## config.mk

```make
export PLATFORM = sky130hd
export DESIGN_NAME = adc_sample_counter
export DESIGN_NICKNAME = d
export VERILOG_FILES = /design/src/rtl/adc_sample_counter.sv
export SDC_FILE = /design/constraint.sdc
export NUM_CORES = 1
export LEC_CHECK = 0
export ABC_AREA = 1
export CAP_MARGIN = 20
export CORE_ASPECT_RATIO = 1.25
export CORE_MARGIN = 4
export CORE_UTILIZATION = 40
export CTS_CLUSTER_DIAMETER = 200
export DETAILED_ROUTE_END_ITERATION = 8
export GPL_TIMING_DRIVEN = 1
export PLACE_DENSITY = 0.63
export SYNTH_ARGS = -nofsm -noshare
export SYNTH_HDL_FRONTEND = slang
export SYNTH_SLANG_ARGS = --single-unit
```

## constraint.sdc

```tcl
create_clock -name clk -period 2.6 [get_ports clk]
set_input_delay 0.26 -clock clk [delete_from_list [all_inputs] [get_ports clk]]
set_output_delay 0.26 -clock clk [all_outputs]
set_load 0.02 [all_outputs]
```

## src/rtl/adc_sample_counter.sv

```systemverilog
// adc_sample_counter: counts rising edges of sample_in over back-to-back gate windows
// of WINDOW_CYCLES clocks. Define ADC_SAMPLE_SYNC_EN to add a 2-flop input synchronizer.
module adc_sample_counter #(
   parameter int unsigned WINDOW_CYCLES = 50000000,
   parameter int unsigned CNT_W         = 32
) (
   input  logic             clk,
   input  logic             reset_n,
   input  logic             enable,
   input  logic             sample_in,
   output logic [CNT_W-1:0] measured_count,
   output logic             count_update,
   output logic             overflow,
   output logic             window_active
);

   localparam logic [31:0]      LAST_TICK = 32'(WINDOW_CYCLES - 1);
   localparam logic [CNT_W-1:0] CNT_MAX   = '1;

   typedef enum logic {IDLE = 1'b0, RUN = 1'b1} state_t;

   state_t           state;
   logic [31:0]      timer;
   logic [CNT_W-1:0] accum;
   logic             sat;
   logic             s;
   logic             s_d;
   logic             sample_edge;
   logic             terminal;
   logic             acc_full;

`ifdef ADC_SAMPLE_SYNC_EN
   logic [1:0] sync_q;

   always_ff @(posedge clk or negedge reset_n) begin
      if (!reset_n) begin
         sync_q <= 2'b00;
      end else begin
         sync_q <= {sync_q[0], sample_in};
      end
   end

   assign s = sync_q[1];
`else
   assign s = sample_in;
`endif

   // s_d tracks s in every state so a level already high at RUN entry is not an edge
   always_ff @(posedge clk or negedge reset_n) begin
      if (!reset_n) begin
         s_d <= 1'b0;
      end else begin
         s_d <= s;
      end
   end

   assign sample_edge = s & ~s_d;
   assign terminal    = (timer == LAST_TICK);
   assign acc_full    = (accum == CNT_MAX);

   // The terminal cycle folds its own edge into the published result and clears the
   // accumulator on the same clock, so the next window starts counting immediately.
   always_ff @(posedge clk or negedge reset_n) begin
      if (!reset_n) begin
         state          <= IDLE;
         window_active  <= 1'b0;
         timer          <= '0;
         accum          <= '0;
         sat            <= 1'b0;
         measured_count <= '0;
         overflow       <= 1'b0;
         count_update   <= 1'b0;
      end else begin
         count_update <= 1'b0;
         case (state)
            IDLE: begin
               if (enable) begin
                  state         <= RUN;
                  window_active <= 1'b1;
                  timer         <= '0;
                  accum         <= '0;
                  sat           <= 1'b0;
               end
            end
            RUN: begin
               if (!enable) begin
                  state         <= IDLE;
                  window_active <= 1'b0;
               end else if (terminal) begin
                  measured_count <= acc_full ? accum : accum + CNT_W'(sample_edge);
                  overflow       <= sat | (acc_full & sample_edge);
                  count_update   <= 1'b1;
                  accum          <= '0;
                  sat            <= 1'b0;
                  timer          <= '0;
               end else begin
                  timer <= timer + 32'd1;
                  if (sample_edge) begin
                     if (acc_full) begin
                        sat <= 1'b1;
                     end else begin
                        accum <= accum + CNT_W'(1);
                     end
                  end
               end
            end
         endcase
      end
   end

endmodule

```

After elaboration in Yosys (flattened, before gate mapping)

Index checks and enable logic that the tools add are counted.

Bitwise gates (word level): 5
Reduce and logical (&&, ||, !) cells: 5
Equality and inequality tests: 8
Add/sub/neg operators: 3
Muxes and demuxes: 23

Operators with widths:

| kind                                                  | count |
|---|---|
| two-way mux 32 bit                                    | 8 |
| one-hot mux 32 bit (2 select lines)                   | 2 |
| adder 32 x 1 -> 32 bit, second input constant         | 2 |
| adder 32 x 1 -> 32 bit                                | 1 |
| equality test 32 x 26 -> 1 bit, second input constant | 1 |
| equality test 32 bit, second input constant           | 1 |
| two-way mux 1 bit                                     | 11 |
| AND reduction 4 bit                                   | 2 |
| inequality test 2 bit, second input constant          | 3 |
| inequality test 3 x 1 -> 1 bit, second input constant | 2 |
| one-hot mux 1 bit (2 select lines)                    | 2 |
| AND reduction 2 bit                                   | 2 |
| inequality test 3 bit, second input constant          | 1 |
| AND reduction 3 bit                                   | 1 |
| bitwise AND 1 bit                                     | 2 |
| NOT 1 bit                                             | 2 |
| OR 1 bit                                              | 1 |

Output and inout bits: 35
Register bits after elaboration: 102
Word-level logic and storage cells: 53
Bits of input ports: 4

Longest topological paths before layout

Word-level depth: 6
Depth in mapped cells: 13
Depth with buffers taken out: 13

Least setup slack after synthesis

OpenSTA, ideal clock, no wires.

Kind: reg-to-reg
Start: register state
End: register accum[5]
Path buffers: 2
Cell stages (with the launch flop): 12
Period minus slack after synthesis: 2338 ps
Path slack: 262 ps
Setup time: 65 ps
Required time: 2535 ps
Arrival: 2273 ps
Path through: dfrtp_1 clkbuf_1 clkinv_1 ha_1 nor2_4 inv_1 nor2_1 o21ai_4 nor2_1 clkbuf_1 nand2_1 nand2_1

Longest elaborated chain between the ends: 3
Elaborated cells between the ends (all ways): 7
Those cells by class: eq/ne: 4; mux: 1; bitwise: 1; reduce/logical: 1

RTL lines:

| element                                | RTL line | source |
|---|---|---|
| start, declared                        | 22       | `state_t state;` |
| start signal, assigned                 | 65       | `state <= IDLE;` |
| start signal, assigned                 | 78       | `state <= RUN;` |
| start signal, assigned                 | 87       | `state <= IDLE;` |
| NOT 1 bit                              | -        |  |
| inequality test 2 bit (no source line) | -        |  |
| AND reduction 4 bit (no source line)   | -        |  |
| end signal, assigned                   | 102      | `accum <= accum + CNT_W'(1);` |
| end, declared                          | 24       | `logic [CNT_W-1:0] accum;` |

Parallel ways exist; a longest one is shown, timed or not.
A chain may end at the register's enable or synchronous reset.

Worst setup path after layout

Start: register timer[1]
End: register accum[28]

Longest elaborated chain between the ends: 4
Elaborated cells between the ends (all ways): 7
Those cells by class: eq/ne: 3; mux: 3; reduce/logical: 1

RTL lines:

| element                             | RTL line | source |
|---|---|---|
| start, declared                     | 23       | `logic [31:0] timer;` |
| start signal, assigned              | 97       | `timer <= timer + 32'd1;` |
| equality test 32 x 26 -> 1 bit *    | 58       | `assign terminal = (timer == LAST_TICK);` |
| two-way mux 32 bit                  | 89       | `end else if (terminal) begin` |
| two-way mux 32 bit                  | 86       | `if (!enable) begin` |
| one-hot mux 32 bit (2 select lines) | 75       | `case (state)` |

Every way passes the cells marked *; elsewhere a longest branch is shown, timed or not. The select of a mux whose other input is x is not followed.

==> summary.log <==
qor: status.run_status finished, final reports clean
qor: setup_path.slowest_stage nand2_1
qor: setup_path.critical_path_class register to register
qor: global_route.grt.overflow.total 0
qor: floorplanning.floorplan.die.height 150 um
qor: floorplanning.design.die.area 0.0183 mm^2
qor: place.io_buffers 38
qor: floorplanning.ioPinCount 39
qor: detailed_routing.route.detailed.vias_per_inst 5.04
qor: detailed_routing.met3_wirelength 654 um
qor: setup_path.critical_path_depth 11
qor: setup_path.critPathCaptureType register
qor: detailed_routing.avgRoutedWirePerCell 15.5 um
qor: yosys.post_synth_instance_area 0.00649 mm^2
qor: yosys.synth.distinct_cells 30
qor: sta.timing.clock.skew 0.0118 ns
qor: detailed_routing.drt-initial-drc-count 379
qor: detailed_routing.dr_total_vias 6354
qor: global_route.grt_util_all_layers 0.223
qor: setup_path.crit_buf_inv 1
qor: place.gpl.final_weighted_congestion 0.976
qor: setup_path.crit_fanout 24
qor: place.hpwlAfterDp 14.9 mm
qor: setup_path.cp_data_arrival_time 2.67 ns
qor: sta.max-slew-margin-rel 0.674
qor: yosys.yosys_warnings 0
qor: setup_path.worstPathCellList ha_1 > nand3_1 > inv_1 > nand3_1 > nor2_2 > nand2_4 > nand2_4 > nand2_4 > nand2_1 > nand2_1 > nand2_1
qor: detailed_routing.drc 0
qor: pwr.worst_ir_drop_vdd 0.341 mV
qor: sta.setup_slack 0.221 ns
qor: global_route.grt_pass1_vias 6136
qor: sta.min_period_over_period 0.915
qor: sta.worst_slew_pin_slew 0.486 ns
qor: setup_path.slowest_delay 0.44 ns
qor: floorplanning.fp.coreArea 0.0158 mm^2
qor: floorplanning.core.rowCount 51
qor: sta.final_setup_viols 0
qor: clocking.cts_tree yes
qor: clocking.clock_pin_slew_reported_for_the_worst_setup_and_hold_paths_after_clock_tree_synthesis 0.08 ns
qor: detailed_routing.postRouteAntennaNets 0
qor: global_route.grt_first_pass_wirelength 31.8 mm
qor: setup_path.crit_path_start_kind register
qor: cells_and_area.nets 1054
qor: detailed_routing.top_layer met4
qor: clocking.htree_num_levels 3
qor: setup_path.critical_path_required 2.89 ns
qor: flow_run.cap_violations 0
qor: yosys.synth-seq-cells 102
qor: pwr.pwrdens 414 mW/mm^2
qor: clocking.clock_latency 0.36 ns
qor: yosys.synth_nets 1004
qor: yosys.synth.yosys.seq_area_share 0.393
qor: clocking.tritoncts.num_buffers 9
qor: sta.final_report_hold_violation_count 0
qor: global_route.number_of_antenna_violations_at_the_first_check_in_global_routing 0
qor: place.detailedPlace.worstSlack 0.170 ns
qor: yosys.syn_area_per_cell 6.54 um^2
qor: cells_and_area.antennaDiodeCount 0
qor: clocking.cts_num_sinks 102
qor: detailed_routing.drt_pre_antenna_iters 5
qor: setup_path.crit_family simple AND/OR/NAND/NOR gates
qor: sta.max_clock_freq 420 MHz
qor: cells_and_area.drive_above_1_share 0.0639
qor: global_route.grt_start_max_net_pins 53
qor: sta.final_number_of_max_transition_violations 0
qor: detailed_routing.met2_wirelength 10.2 mm
qor: worst_hold_path.worst_hold_path_type primary input to asynchronous set/reset pin
qor: clocking.cts_post_setup_buffers_inserted 0
qor: floorplanning.dieWidth 122 um
qor: sta.grt_setup_unrepaired true
qor: pwr.p_leak 3.66 nW
qor: sta.final.min_clock_period 2.38 ns
qor: setup_path.r2r.worst_path.cells 11
qor: yosys.synthCells 993
qor: floorplanning.initial_core_util 0.412
qor: clocking.clk_root_buffer_cell clkbuf_16
qor: cells_and_area.area_growth 16.1%
qor: detailed_routing.route.final.wire_length 19.5 mm
qor: detailed_routing.routedLengthMet1 7.83 mm
qor: clocking.clock_path_buffers 2
qor: sta.fin_tns_setup 0 ns
==> Yosys cell counts, drive strengths merged <==
library cell | n | area (um^2)
xor2 | 24 | 210
a31oi | 2 | 12.5
dfrtp | 102 | 2550
nor2 | 151 | 599
xnor2 | 2 | 17.5
nand3b | 4 | 30.0
nor3b | 1 | 7.51
ha | 7 | 87.6
or2 | 4 | 25.0
o21bai | 1 | 7.51
nor3 | 20 | 100
buf | 17 | 106
a21oi | 9 | 45.0
inv | 100 | 375
clkbuf | 8 | 30.0
o21ai | 19 | 106
nand3 | 113 | 571
clkinv | 1 | 3.75
nand4 | 17 | 106
nand2 | 391 | 1500
==> flip-flops by register name (all words and copies together), names as in the netlist <==
register,cells
s_d,1
window_active,1
state,1
measured_count,32
count_update,1
accum,32
timer,32
sat,1
overflow,1
==> worst register-to-register path: stages (launching register included) <==
cell and delay, ns:
dfrtp_1 0.41, ha_1 0.21, nand3_1 0.16, inv_1 0.12, nand3_1 0.08, nor2_2 0.19, nand2_4 0.15, nand2_4 0.15
nand2_4 0.21, nand2_1 0.45, nand2_1 0.12, nand2_1 0.07
==> final cells by class <==
type | instances | area, um^2
Inverter | 101 | 379
Sequential cell | 102 | 2550
Clock buffer | 9 | 225
Tap cell | 212 | 265
Clock inverter | 7 | 63.8
Timing Repair Buffer | 64 | 626
Fill cell | 1669 | 8220
Multi-Input combinational cell | 765 | 3430
==> metrics by stage <==
step                total power, W  cell area [um^2]  hold slack [ns]   util  instances
floorplan                  0.00173              6490          -0.0356      -        993
global placement           0.00181              7240            0.197  0.459       1243
detailed placement         0.00181              7240            0.195  0.459       1243
CTS                        0.00317              7540            0.351  0.478       1260
global route               0.00325              7540            0.371  0.478       1260
finish                     0.00312              7540            0.351  0.478       1260
==> placed cells by master, fill, tap and decap left out, types with 3 or more instances in the layout <==
cell and n:
clkbuf_16 9, buf_4 22, buf_12 4, nand2_1 384
dfrtp_1 102, nor3_1 20, nand4_1 17, nand2_4 3
nand2_2 4, inv_2 3, xor2_1 24, clkinv_4 3
inv_6 3, nand3b_1 4, ha_1 7, a21oi_1 9
o21ai_0 16, or2_2 4, inv_1 97, clkdlybuf4s50_1 37
nand3_1 112, nor2_2 7, nor2_1 142
==> kinds of logic after synthesis <==
group                      after synthesis  synth area share
DFF                                    102             0.393
buffers and inverters                  126            0.0794
adders and majority gates                7            0.0135
AOI/OAI and AO/OA                       31            0.0264
and+or+nand+nor                        701             0.453
xor gates and xnor gates                26            0.0351
==> worst paths after layout <==
check                                                from                        endpoint  slack [ns]
setup / recovery                     timer[1]$_DFFE_PN0P_           accum[28]$_DFFE_PN0P_        0.22
hold / removal                                    reset_n           timer[26]$_DFFE_PN0P_        0.35
setup reg to reg                     timer[1]$_DFFE_PN0P_           accum[28]$_DFFE_PN0P_        0.22
hold reg to reg            measured_count[22]$_DFFE_PN0P_  measured_count[22]$_DFFE_PN0P_        0.48
max in group asynchronous                         reset_n           accum[10]$_DFFE_PN0P_        1.56
min in group clk                                sample_in                   s_d$_DFF_PN0_        0.37
==> power by group <==
part           switching [W]  leakage, nW  internal (W)
clock               0.000666        0.143      0.000673
combinational       0.000121         2.11     0.0000457
sequential         0.0000137         1.42       0.00160
total               0.000800         3.66       0.00232
==> routing by layer <==
metal,track usage,vias up
met4,0.104,0
met5,0,-
li1,-,3199
met1,0.261,2953
met3,0.0334,53
met2,0.399,149
==> repair_timing <==
item,CTS,global route
hold endpoints to repair,23,0
setup endpoints to repair,0,2
gates resized for setup,0,0
hold buffers,1,0
Power figures use the tool's default switching activity.
